[src/rtl/i2c_slave_byte_ctrl.sv]
// i2c_slave_byte_ctrl
// Byte-level I2C target controller. It decodes START, STOP and repeated START,
// matches a 7-bit own address, shifts bytes in (master write) and out (master
// read), answers with ACK/NACK, and stretches SCL while waiting for TX data.
//
// Ports
//   clk_i, rst_i            system clock, synchronous active-high reset
//   ena_i                   block enable (0 = FSM parked in IDLE, lines released)
//   slv_addr_i[6:0]         own address
//   ack_en_i                ACK (1) / NACK (0) for master-write data bytes
//   rx_dat_o[7:0]           last received data byte
//   rx_valid_o              one-cycle pulse per received data byte
//   tx_req_o                level, next transmit byte wanted
//   tx_valid_i, tx_dat_i    transmit byte handshake (tx_req_o && tx_valid_i)
//   start_o, stop_o         one-cycle pulses on bus START / STOP
//   sel_o, rw_o             addressed flag and R/W bit of the matched address
//   nack_o                  one-cycle pulse when the master NACKs a sent byte
//   busy_o                  bus busy between START and STOP
//   scl_i, sda_i            pad inputs
//   scl_o, sda_o            pad outputs, tied to 0 (open drain)
//   scl_dir_o, sda_dir_o    1 = pull the pad low, 0 = release
module i2c_slave_byte_ctrl #(
  parameter int unsigned FILTER_LEN = 3
) (
  input  logic       clk_i,
  input  logic       rst_i,
  input  logic       ena_i,
  input  logic [6:0] slv_addr_i,
  input  logic       ack_en_i,
  output logic [7:0] rx_dat_o,
  output logic       rx_valid_o,
  output logic       tx_req_o,
  input  logic       tx_valid_i,
  input  logic [7:0] tx_dat_i,
  output logic       start_o,
  output logic       stop_o,
  output logic       sel_o,
  output logic       rw_o,
  output logic       nack_o,
  output logic       busy_o,
  input  logic       scl_i,
  input  logic       sda_i,
  output logic       scl_o,
  output logic       sda_o,
  output logic       scl_dir_o,
  output logic       sda_dir_o
);

  typedef enum logic [2:0] {
    IDLE, ADDR, ADDR_ACK, RX, RX_ACK, TX_LOAD, TX, TX_ACK
  } state_t;

  localparam logic [3:0] CNT_MAX = 4'(FILTER_LEN - 1);

  // Index 0 carries SCL, index 1 carries SDA.
  logic [1:0] sync1, sync2, filt, filt_d;
  logic [3:0] flt_cnt [2];

  logic scl_f, sda_f, scl_rise, scl_fall, start_det, stop_det, handshake;

  state_t     state_q, state_n;
  logic [2:0] bit_cnt_q, bit_cnt_n;
  logic [7:0] shreg_q, shreg_n, rx_dat_q, rx_dat_n;
  logic       rx_valid_q, rx_valid_n, start_q, start_n, stop_q, stop_n;
  logic       nack_q, nack_n, sel_q, sel_n, rw_q, rw_n, busy_q, busy_n;
  logic       scl_dir_q, scl_dir_n, sda_dir_q, sda_dir_n;
  logic       ack_pend_q, ack_pend_n, ack_lat_q, ack_lat_n, tx_req_q, tx_req_n;

  // Two-flop synchronizer followed by a per-line glitch filter: the filtered
  // value only follows the synchronized input after FILTER_LEN consecutive
  // differing samples. Idle bus level is high, hence the reset value of 1.
  always_ff @(posedge clk_i) begin
    if (rst_i) begin
      sync1  <= 2'b11;
      sync2  <= 2'b11;
      filt   <= 2'b11;
      filt_d <= 2'b11;
      for (int i = 0; i < 2; i++) flt_cnt[i] <= '0;
    end else begin
      sync1  <= {sda_i, scl_i};
      sync2  <= sync1;
      filt_d <= filt;
      for (int i = 0; i < 2; i++) begin
        if (sync2[i] == filt[i]) begin
          flt_cnt[i] <= '0;
        end else if (flt_cnt[i] == CNT_MAX) begin
          filt[i]    <= sync2[i];
          flt_cnt[i] <= '0;
        end else begin
          flt_cnt[i] <= flt_cnt[i] + 4'd1;
        end
      end
    end
  end

  assign scl_f    = filt[0];
  assign sda_f    = filt[1];
  assign scl_rise = filt[0] & ~filt_d[0];
  assign scl_fall = ~filt[0] & filt_d[0];
  // SCL must be high both now and in the previous cycle: an SDA change that
  // coincides with our own release of a stretched SCL is data, not a START/STOP.
  assign start_det = filt_d[1] & ~filt[1] & filt[0] & filt_d[0];
  assign stop_det  = ~filt_d[1] & filt[1] & filt[0] & filt_d[0];
  assign handshake = tx_req_q & tx_valid_i;

  // Next-state and next-output logic for the byte FSM and its datapath.
  always_comb begin
    state_n    = state_q;
    bit_cnt_n  = bit_cnt_q;
    shreg_n    = shreg_q;
    rx_dat_n   = rx_dat_q;
    rx_valid_n = 1'b0;
    start_n    = 1'b0;
    stop_n     = 1'b0;
    nack_n     = 1'b0;
    sel_n      = sel_q;
    rw_n       = rw_q;
    busy_n     = busy_q;
    scl_dir_n  = scl_dir_q;
    sda_dir_n  = sda_dir_q;
    ack_pend_n = ack_pend_q;
    ack_lat_n  = ack_lat_q;
    tx_req_n   = 1'b0;

    // Bus condition tracking keeps running even while the block is disabled.
    if (start_det) begin
      start_n = 1'b1;
      busy_n  = 1'b1;
    end else if (stop_det) begin
      stop_n = 1'b1;
      busy_n = 1'b0;
    end

    if (!ena_i) begin
      state_n    = IDLE;
      scl_dir_n  = 1'b0;
      sda_dir_n  = 1'b0;
      sel_n      = 1'b0;
      ack_pend_n = 1'b0;
    end else if (start_det) begin
      state_n    = ADDR;
      bit_cnt_n  = 3'd0;
      ack_pend_n = 1'b0;
      sel_n      = 1'b0;
      scl_dir_n  = 1'b0;
      sda_dir_n  = 1'b0;
    end else if (stop_det) begin
      state_n    = IDLE;
      ack_pend_n = 1'b0;
      sel_n      = 1'b0;
      scl_dir_n  = 1'b0;
      sda_dir_n  = 1'b0;
    end else begin
      case (state_q)
        IDLE: begin
          scl_dir_n = 1'b0;
          sda_dir_n = 1'b0;
        end
        // ack_pend marks "8 bits in, waiting for the SCL fall to drive ACK".
        ADDR: begin
          if (ack_pend_q) begin
            if (scl_fall) begin
              sda_dir_n  = 1'b1;
              ack_pend_n = 1'b0;
              state_n    = ADDR_ACK;
            end
          end else if (scl_rise) begin
            shreg_n   = {shreg_q[6:0], sda_f};
            bit_cnt_n = bit_cnt_q + 3'd1;
            if (bit_cnt_q == 3'd7) begin
              if (shreg_q[6:0] == slv_addr_i) begin
                sel_n      = 1'b1;
                rw_n       = sda_f;
                ack_pend_n = 1'b1;
              end else begin
                state_n = IDLE;
              end
            end
          end
        end
        ADDR_ACK: begin
          if (scl_fall) begin
            sda_dir_n = 1'b0;
            state_n   = rw_q ? TX_LOAD : RX;
          end
        end
        RX: begin
          if (ack_pend_q) begin
            if (scl_fall) begin
              sda_dir_n  = ack_lat_q;
              ack_pend_n = 1'b0;
              state_n    = RX_ACK;
            end
          end else if (scl_rise) begin
            shreg_n   = {shreg_q[6:0], sda_f};
            bit_cnt_n = bit_cnt_q + 3'd1;
            if (bit_cnt_q == 3'd7) begin
              rx_dat_n   = {shreg_q[6:0], sda_f};
              rx_valid_n = 1'b1;
              ack_lat_n  = ack_en_i;
              ack_pend_n = 1'b1;
            end
          end
        end
        RX_ACK: begin
          if (scl_fall) begin
            sda_dir_n = 1'b0;
            state_n   = RX;
          end
        end
        // Data is only requested while SCL is low, so the MSB never changes
        // SDA during the high phase of the master's ACK clock.
        TX_LOAD: begin
          if (handshake) begin
            shreg_n   = tx_dat_i;
            bit_cnt_n = 3'd0;
            scl_dir_n = 1'b0;
            sda_dir_n = ~tx_dat_i[7];
            state_n   = TX;
          end else begin
            tx_req_n  = ~scl_f;
            scl_dir_n = scl_dir_q | ~scl_f;
          end
        end
        TX: begin
          if (scl_fall) begin
            bit_cnt_n = bit_cnt_q + 3'd1;
            if (bit_cnt_q == 3'd7) begin
              sda_dir_n = 1'b0;
              state_n   = TX_ACK;
            end else begin
              shreg_n   = {shreg_q[6:0], 1'b0};
              sda_dir_n = ~shreg_q[6];
            end
          end
        end
        TX_ACK: begin
          if (scl_rise) begin
            if (!sda_f) begin
              state_n = TX_LOAD;
            end else begin
              nack_n  = 1'b1;
              state_n = IDLE;
            end
          end
        end
        default: state_n = IDLE;
      endcase
    end
  end

  // State and output registers.
  always_ff @(posedge clk_i) begin
    if (rst_i) begin
      state_q    <= IDLE;
      bit_cnt_q  <= '0;
      shreg_q    <= '0;
      rx_dat_q   <= '0;
      rx_valid_q <= 1'b0;
      start_q    <= 1'b0;
      stop_q     <= 1'b0;
      nack_q     <= 1'b0;
      sel_q      <= 1'b0;
      rw_q       <= 1'b0;
      busy_q     <= 1'b0;
      scl_dir_q  <= 1'b0;
      sda_dir_q  <= 1'b0;
      ack_pend_q <= 1'b0;
      ack_lat_q  <= 1'b0;
      tx_req_q   <= 1'b0;
    end else begin
      state_q    <= state_n;
      bit_cnt_q  <= bit_cnt_n;
      shreg_q    <= shreg_n;
      rx_dat_q   <= rx_dat_n;
      rx_valid_q <= rx_valid_n;
      start_q    <= start_n;
      stop_q     <= stop_n;
      nack_q     <= nack_n;
      sel_q      <= sel_n;
      rw_q       <= rw_n;
      busy_q     <= busy_n;
      scl_dir_q  <= scl_dir_n;
      sda_dir_q  <= sda_dir_n;
      ack_pend_q <= ack_pend_n;
      ack_lat_q  <= ack_lat_n;
      tx_req_q   <= tx_req_n;
    end
  end

  assign rx_dat_o   = rx_dat_q;
  assign rx_valid_o = rx_valid_q;
  assign tx_req_o   = tx_req_q;
  assign start_o    = start_q;
  assign stop_o     = stop_q;
  assign nack_o     = nack_q;
  assign sel_o      = sel_q;
  assign rw_o       = rw_q;
  assign busy_o     = busy_q;
  assign scl_dir_o  = scl_dir_q;
  assign sda_dir_o  = sda_dir_q;
  assign scl_o      = 1'b0;
  assign sda_o      = 1'b0;

endmodule
[config.mk]
export PLATFORM = sky130hd
export DESIGN_NAME = i2c_slave_byte_ctrl
export DESIGN_NICKNAME = d
export VERILOG_FILES = /design/src/rtl/i2c_slave_byte_ctrl.sv
export SDC_FILE = /design/constraint.sdc
export NUM_CORES = 1
export LEC_CHECK = 0
export BUFFER_PORTS_ARGS = -buffer_cell sky130_fd_sc_hd__buf_4
export CAP_MARGIN = 20
export CORE_UTILIZATION = 45
export DETAILED_ROUTE_END_ITERATION = 16
export PLACE_DENSITY = 0.74
export SETUP_SLACK_MARGIN = 0.2
export SLEW_MARGIN = 40
export SYNTH_ARGS = -nofsm -noshare
export SYNTH_HDL_FRONTEND = slang
export SYNTH_SLANG_ARGS = --single-unit
[constraint.sdc]
create_clock -name clk_i -period 5.3 [get_ports clk_i]
set_input_delay 0.795 -clock clk_i [delete_from_list [all_inputs] [get_ports clk_i]]
set_output_delay 0.795 -clock clk_i [all_outputs]
set_load 0.05 [all_outputs]
## Word-level counts from Yosys, hierarchy flattened

Memory sizes are Yosys's and may differ from the RTL's.
Cells that the tools add are included.

| storage, ports and cells | value |
|---|---|
| bits in registers | 41 |
| latch bits | 0 |
| memory bits (writable) | 8 |
| memory bits (read-only) | 0 |
| bits of input ports | 22 |
| output and inout bits | 20 |
| logic and storage cells | 219 |
| memories | 1 |

Memory list:

| name | depth | width | rd ports | clocked after Yosys merged registers in | wr ports | RTL line | RTL |
|---|---|---|---|---|---|---|---|
| flt_cnt | 2 | 4 | 2 | 0 | 2 | 57 | `logic [3:0] flt_cnt [2];` |

| cells by class | value |
|---|---|
| add/subtract/negate cells | 3 |
| multiply operators | 0 |
| divide/modulo/power cells | 0 |
| $lt $le $gt $ge | 0 |
| eq/ne operators | 48 |
| shift operators | 0 |
| mux-type cells | 86 |
| bitwise logic cells | 32 |
| reduce and logical (&&, ||, !) cells | 27 |

Operator list:

| kind | count |
|---|---|
| 3-bit two-way mux | 21 |
| 1-bit two-way mux | 48 |
| 7-bit two-way mux | 5 |
| 4-bit != test, second input constant | 8 |
| 2-bit != test, second input constant | 13 |
| 13-bit AND reduction | 2 |
| 4-bit two-way mux | 6 |
| 3-bit != test, second input constant | 7 |
| 3-bit case mux with 7 select lines | 1 |
| 7-bit case mux with 3 select lines | 1 |
| 5-bit != test, second input constant | 4 |
| 6-bit OR reduction | 3 |
| 1-bit NOT | 16 |
| 8-bit AND reduction | 2 |
| 3-bit equality test, second input constant | 5 |
| 7-bit AND reduction | 2 |
| 1-bit bitwise AND | 9 |
| 3-bit case mux with 3 select lines | 1 |
| 9-bit AND reduction | 1 |
| 9-bit nonzero test | 1 |
| 4-bit by 1-bit adder with 4-bit output, second input constant | 2 |
| 4-bit by 2-bit equality test with 1-bit output, second input constant | 2 |
| 2-bit OR reduction | 4 |
| 7-bit equality test | 1 |
| 18 further kinds | 31 |

## Depth between registers and ports, before layout

| depth | value |
|---|---|
| word-level depth | 8 |
| mapped depth | 9 |
| mapped depth without buffers | 7 |

## Worst setup path after synthesis

No wires, ideal clock.

| path | value |
|---|---|
| path type | flip-flop to flip-flop |
| start point | register bit_cnt_q[0] |
| end point | register state_q[0] |
| setup time | 0.122 ns |
| data arrival time | 1.744 ns |
| required time | 5.178 ns |
| setup slack | 3.435 ns |
| cell stages (with the launch flop) | 9 |
| path buffers | 1 |
| period minus slack after synthesis | 1.865 ns |
| path through | dfxtp_1 -> ha_1 -> ha_1 -> clkbuf_1 -> a211oi_1 -> a222oi_1 -> o31a_2 -> and4_1 -> o31ai_2 |

| between the ends | value |
|---|---|
| word-level cells in the longest chain between the ends | 3 |
| elaborated cells between the ends (all ways) | 4 |
| those cells by class | eq/ne (3); reduce/logical (1) |

Ends and longest elaborated chain:

| what | RTL line | RTL |
|---|---|---|
| start, declared | 62 | `logic [2:0] bit_cnt_q, bit_cnt_n;` |
| start signal, assigned | 273 | `bit_cnt_q <= bit_cnt_n;` |
| 3-bit equality test (*) | 170, 228 |  |
| 5-bit != test (no line) or 4-bit != test (tied branches) | -- |  |
| 13-bit AND reduction (no line) (*) | -- |  |
| end signal, assigned | 272 | `state_q <= state_n;` |
| end, declared | 61 | `state_t state_q, state_n;` |

Every way passes the cells marked *; elsewhere a longest branch is shown, timed or not.
A chain may end at the register's enable or synchronous reset.

## Worst setup path after layout

| path | value |
|---|---|
| start point | register state_q[1] |
| end point | register shreg_q[3] |

| between the ends | value |
|---|---|
| word-level cells in the longest chain between the ends | 4 |
| elaborated cells between the ends (all ways) | 13 |
| those cells by class | eq/ne (9); mux (1); reduce/logical (3) |

Ends and longest elaborated chain:

| what | RTL line | RTL |
|---|---|---|
| 3-bit by 2-bit equality test with 1-bit output or 3-bit by 1-bit equality test with 1-bit output (tied branches) | 154 | `case (state_q)` |
| 2-bit OR reduction (no line) | -- |  |
| 2-bit != test (no line), or another cell as far along | -- |  |
| 9-bit AND reduction (no line) | -- |  |
| end signal, assigned | 274 | `shreg_q <= shreg_n;` |
| end, declared | 63 | `logic [7:0] shreg_q, shreg_n, rx_dat_q, rx_dat_n;` |

Parallel ways exist; a longest one is shown, timed or not.

==> results.txt <==
run status -> complete, no violations
antenna violations before repair -> 0
Overall Global Routing Usage -> 0.189
endpoints failing setup -> 0
number of flops mapped to enable cells by yosys -> 8
core area -> 5200 um^2
most frequent cells in the layout -> 41 x dfxtp_1, 39 x buf_4, 34 x nor2_1
Final Max Tran Viols -> 0
CTS HTree Levels -> 2
Max Fanout on Critical Path -> 21
Critical path origin -> state_q[1]$_SDFFE_PP0P_
area grow syn2layout -> 17.0%
Pre-antenna DRT Iters -> 4
Synth top area share -> 0.333
Final ANT Viol Nets -> 0
setup TNS -> 0 ns
Setup Buffers After CTS -> 0
Clock Tree Buf Depth -> 2
drt total wl -> 4920 um
Syn Inst Count -> 262
commonest non-fill, non-tap cell in the layout -> dfxtp_1
Peak Freq -> 0.381 GHz
# rows -> 26
Antenna Cells -> 0
placed cells -> 362
Simple-Gate Fraction of Synth Area -> 0.213
largest family of logic cells by synthesized area -> simple AND/OR/NAND/NOR gates
CP Class -> flip-flop to flip-flop
first-pass GRT wire length -> 8910 um
synth top area cells -> dfxtp_1 33%, edfxtp_1 9.7%, mux2i_1 8.1%
CTS clk-pin slew, worst paths -> 0.09 ns
LEAKAGE -> 0.00121 uW
power share of the clock group -> 0.359
post-CTS sizing -> 0
max_slew headroom -> 0.538
RSZ-0062 raised after global routing -> false
detailed placement HPWL -> 3580 um
worst-skew pair later-pin latency -> 0.30 ns
fin cells -> 370
max_cap viols -> 0
Switch Pwr -> 152 uW
Mapped Area -> 2470 um^2
clock tree from TritonCTS -> done
Synth Area in Compound Gates -> 0.141
Switching Fraction -> 0.230
DR DRC count -> 0
Filler cells -> 497
mux share of post-synthesis cell area -> 0.0811
Ys Warns -> 0
xor/xnor share of the synthesized area -> 0.0532
Hold Violations, Final -> 0
Layout Nets -> 327
initial core utilization -> 0.474
worst hold margin -> 0.415 ns
Num CTS Buffers -> 5
Async SR Flop Fraction -> 0
Vias -> 1974
cell-internal power -> 509 uW
Power per Cell Area -> 229 nW/um^2
Hold WC Path Type -> flip-flop to flip-flop
sequential-to-total area share from yosys stat -> 0.430
hold_buf cts -> 0
Adder-Cell Fraction of Synth Area -> 0.0304
Iteration-0 DRC Markers -> 166
Critical Path RT -> 5.52 ns
DIE AREA -> 5780 um^2
worst r2r src -> state_q[1]$_SDFFE_PP0P_
Netlist cell types -> 52
Synth Flop Type -> dfxtp_1
Final Wtd Congestion -> 0.900
die width -> 76.0 um
period utilization -> 0.495
TritonCTS Sinks -> 49
Worst-Margin Slew -> 0.691 ns
ratio of cells with drive above 1 in the final layout -> 0.227
min Tclk post-route -> 2.63 ns
DR WL/cell -> 13.3 um
Worst VDD drop -> 0.129 mV
critical path endpoint category -> flip-flop
gr ovfl total -> 0
sequential power share -> 0.585
startpoint types -> flip-flop
DIE HEIGHT -> 76.0 um
I/O pin cnt -> 42
Synth area leader -> dfxtp_1
CTS root buf -> clkbuf_8
pin count of the biggest net entering global routing -> 30
combinational share of power -> 0.056
worst hold start -> sync1[1]$_SDFF_PP1_
Worst EP arrival -> 2.85 ns
Final Skew -> 0.00328 ns
number of global-route vias before repair -> 1934
vias per cell -> 5.34
Synth Area per Inst -> 9.42 um^2
# port buffers -> 39
flip-flop and latch count after synthesis -> 49
Yosys cell counts, types with 5 or more instances:
library cell and n:
dfxtp_1 41, nor2_1 34, mux2i_1 20, nand2_1 14, xnor2_1 12, a21oi_1 11
edfxtp_1 8, nand3_1 8, o21ai_0 8, inv_1 7, or2_2 7, buf_2 6
clkbuf_1 6, ha_1 6, a211oi_1 5, nand2b_1 5, nand4_1 5
flip-flops by register name, indices dropped and copies added (netlist names), 2 cells and up:
name       count
bit_cnt_q      3
filt           2
filt_d         2
flt_cnt        8
rx_dat_o       8
shreg_q        7
state_q        3
sync1          2
sync2          2
kinds of logic after synthesis:
| family | Yosys count |
|---|---|
| AO/OA/AOI/OAI | 48 |
| buffers and inverters | 24 |
| multiplexers | 20 |
| AND/OR/NAND/NOR | 98 |
| other | 2 |
| adder cells (fa/ha/maj) | 6 |
| flip-flops | 49 |
| XOR/XNOR | 15 |
per-stage QoR:
step	cell area, um^2	utilization	worst slack (ns)	power [uW]
detailed placement	2790	0.536	2.73	432
finish	2890	0.555	2.67	660
floorplan	2500	-	3.43	416
CTS	2890	0.555	2.72	665
global route	2890	0.555	2.40	687
global placement	2790	0.536	2.85	432
area by class of cell:
cell class	instances	area (um^2)	area share
Sequential cell	49	1060	0.367
Clock buffer	6	82.6	0.0286
Inverter	7	26.3	0.00910
Tap cell	70	87.6	0.0303
Multi-Input combinational cell	197	1320	0.457
Clock inverter	2	17.5	0.00607
Timing Repair Buffer	39	293	0.101
final timing paths:
kind | end | slack [ns] | depth (start not counted)
setup reg to reg | shreg_q[3]$_SDFFE_PP0P_ | 2.67 | 6
hold reg to reg | sync2[1]$_SDFF_PP1_ | 0.41 | 1
hold / removal | sync2[1]$_SDFF_PP1_ | 0.41 | 1
setup / recovery | shreg_q[3]$_SDFFE_PP0P_ | 2.67 | 6
power groups by stage:
stage	logic, uW	registers (uW)	clock network [uW]
after global placement	37.2	394	0
after floorplan	22.3	394	0
after detailed placement	37.3	395	0
after global routing	41.6	387	259
after CTS	37.5	386	242
final	37.1	386	237
critical path: stages, from the launching register on:
cell and delay, ns:
dfxtp_1 0.75, inv_1 0.22, nand3_1 0.50, nor2_1 0.20, nor3_4 0.57, nor2_1 0.08
a211oi_1 0.22
metal layers:
layer  global-route usage  part of all wire  vias to the layer above
met1                0.239              0.44                      915
met2                0.319              0.48                       72
li1                     -                 -                      981
met5                    0                 0                        -
met4               0.0731             0.011                        0
met3               0.0359             0.063                        6
No activity file was read; power rests on OpenSTA's default activity.
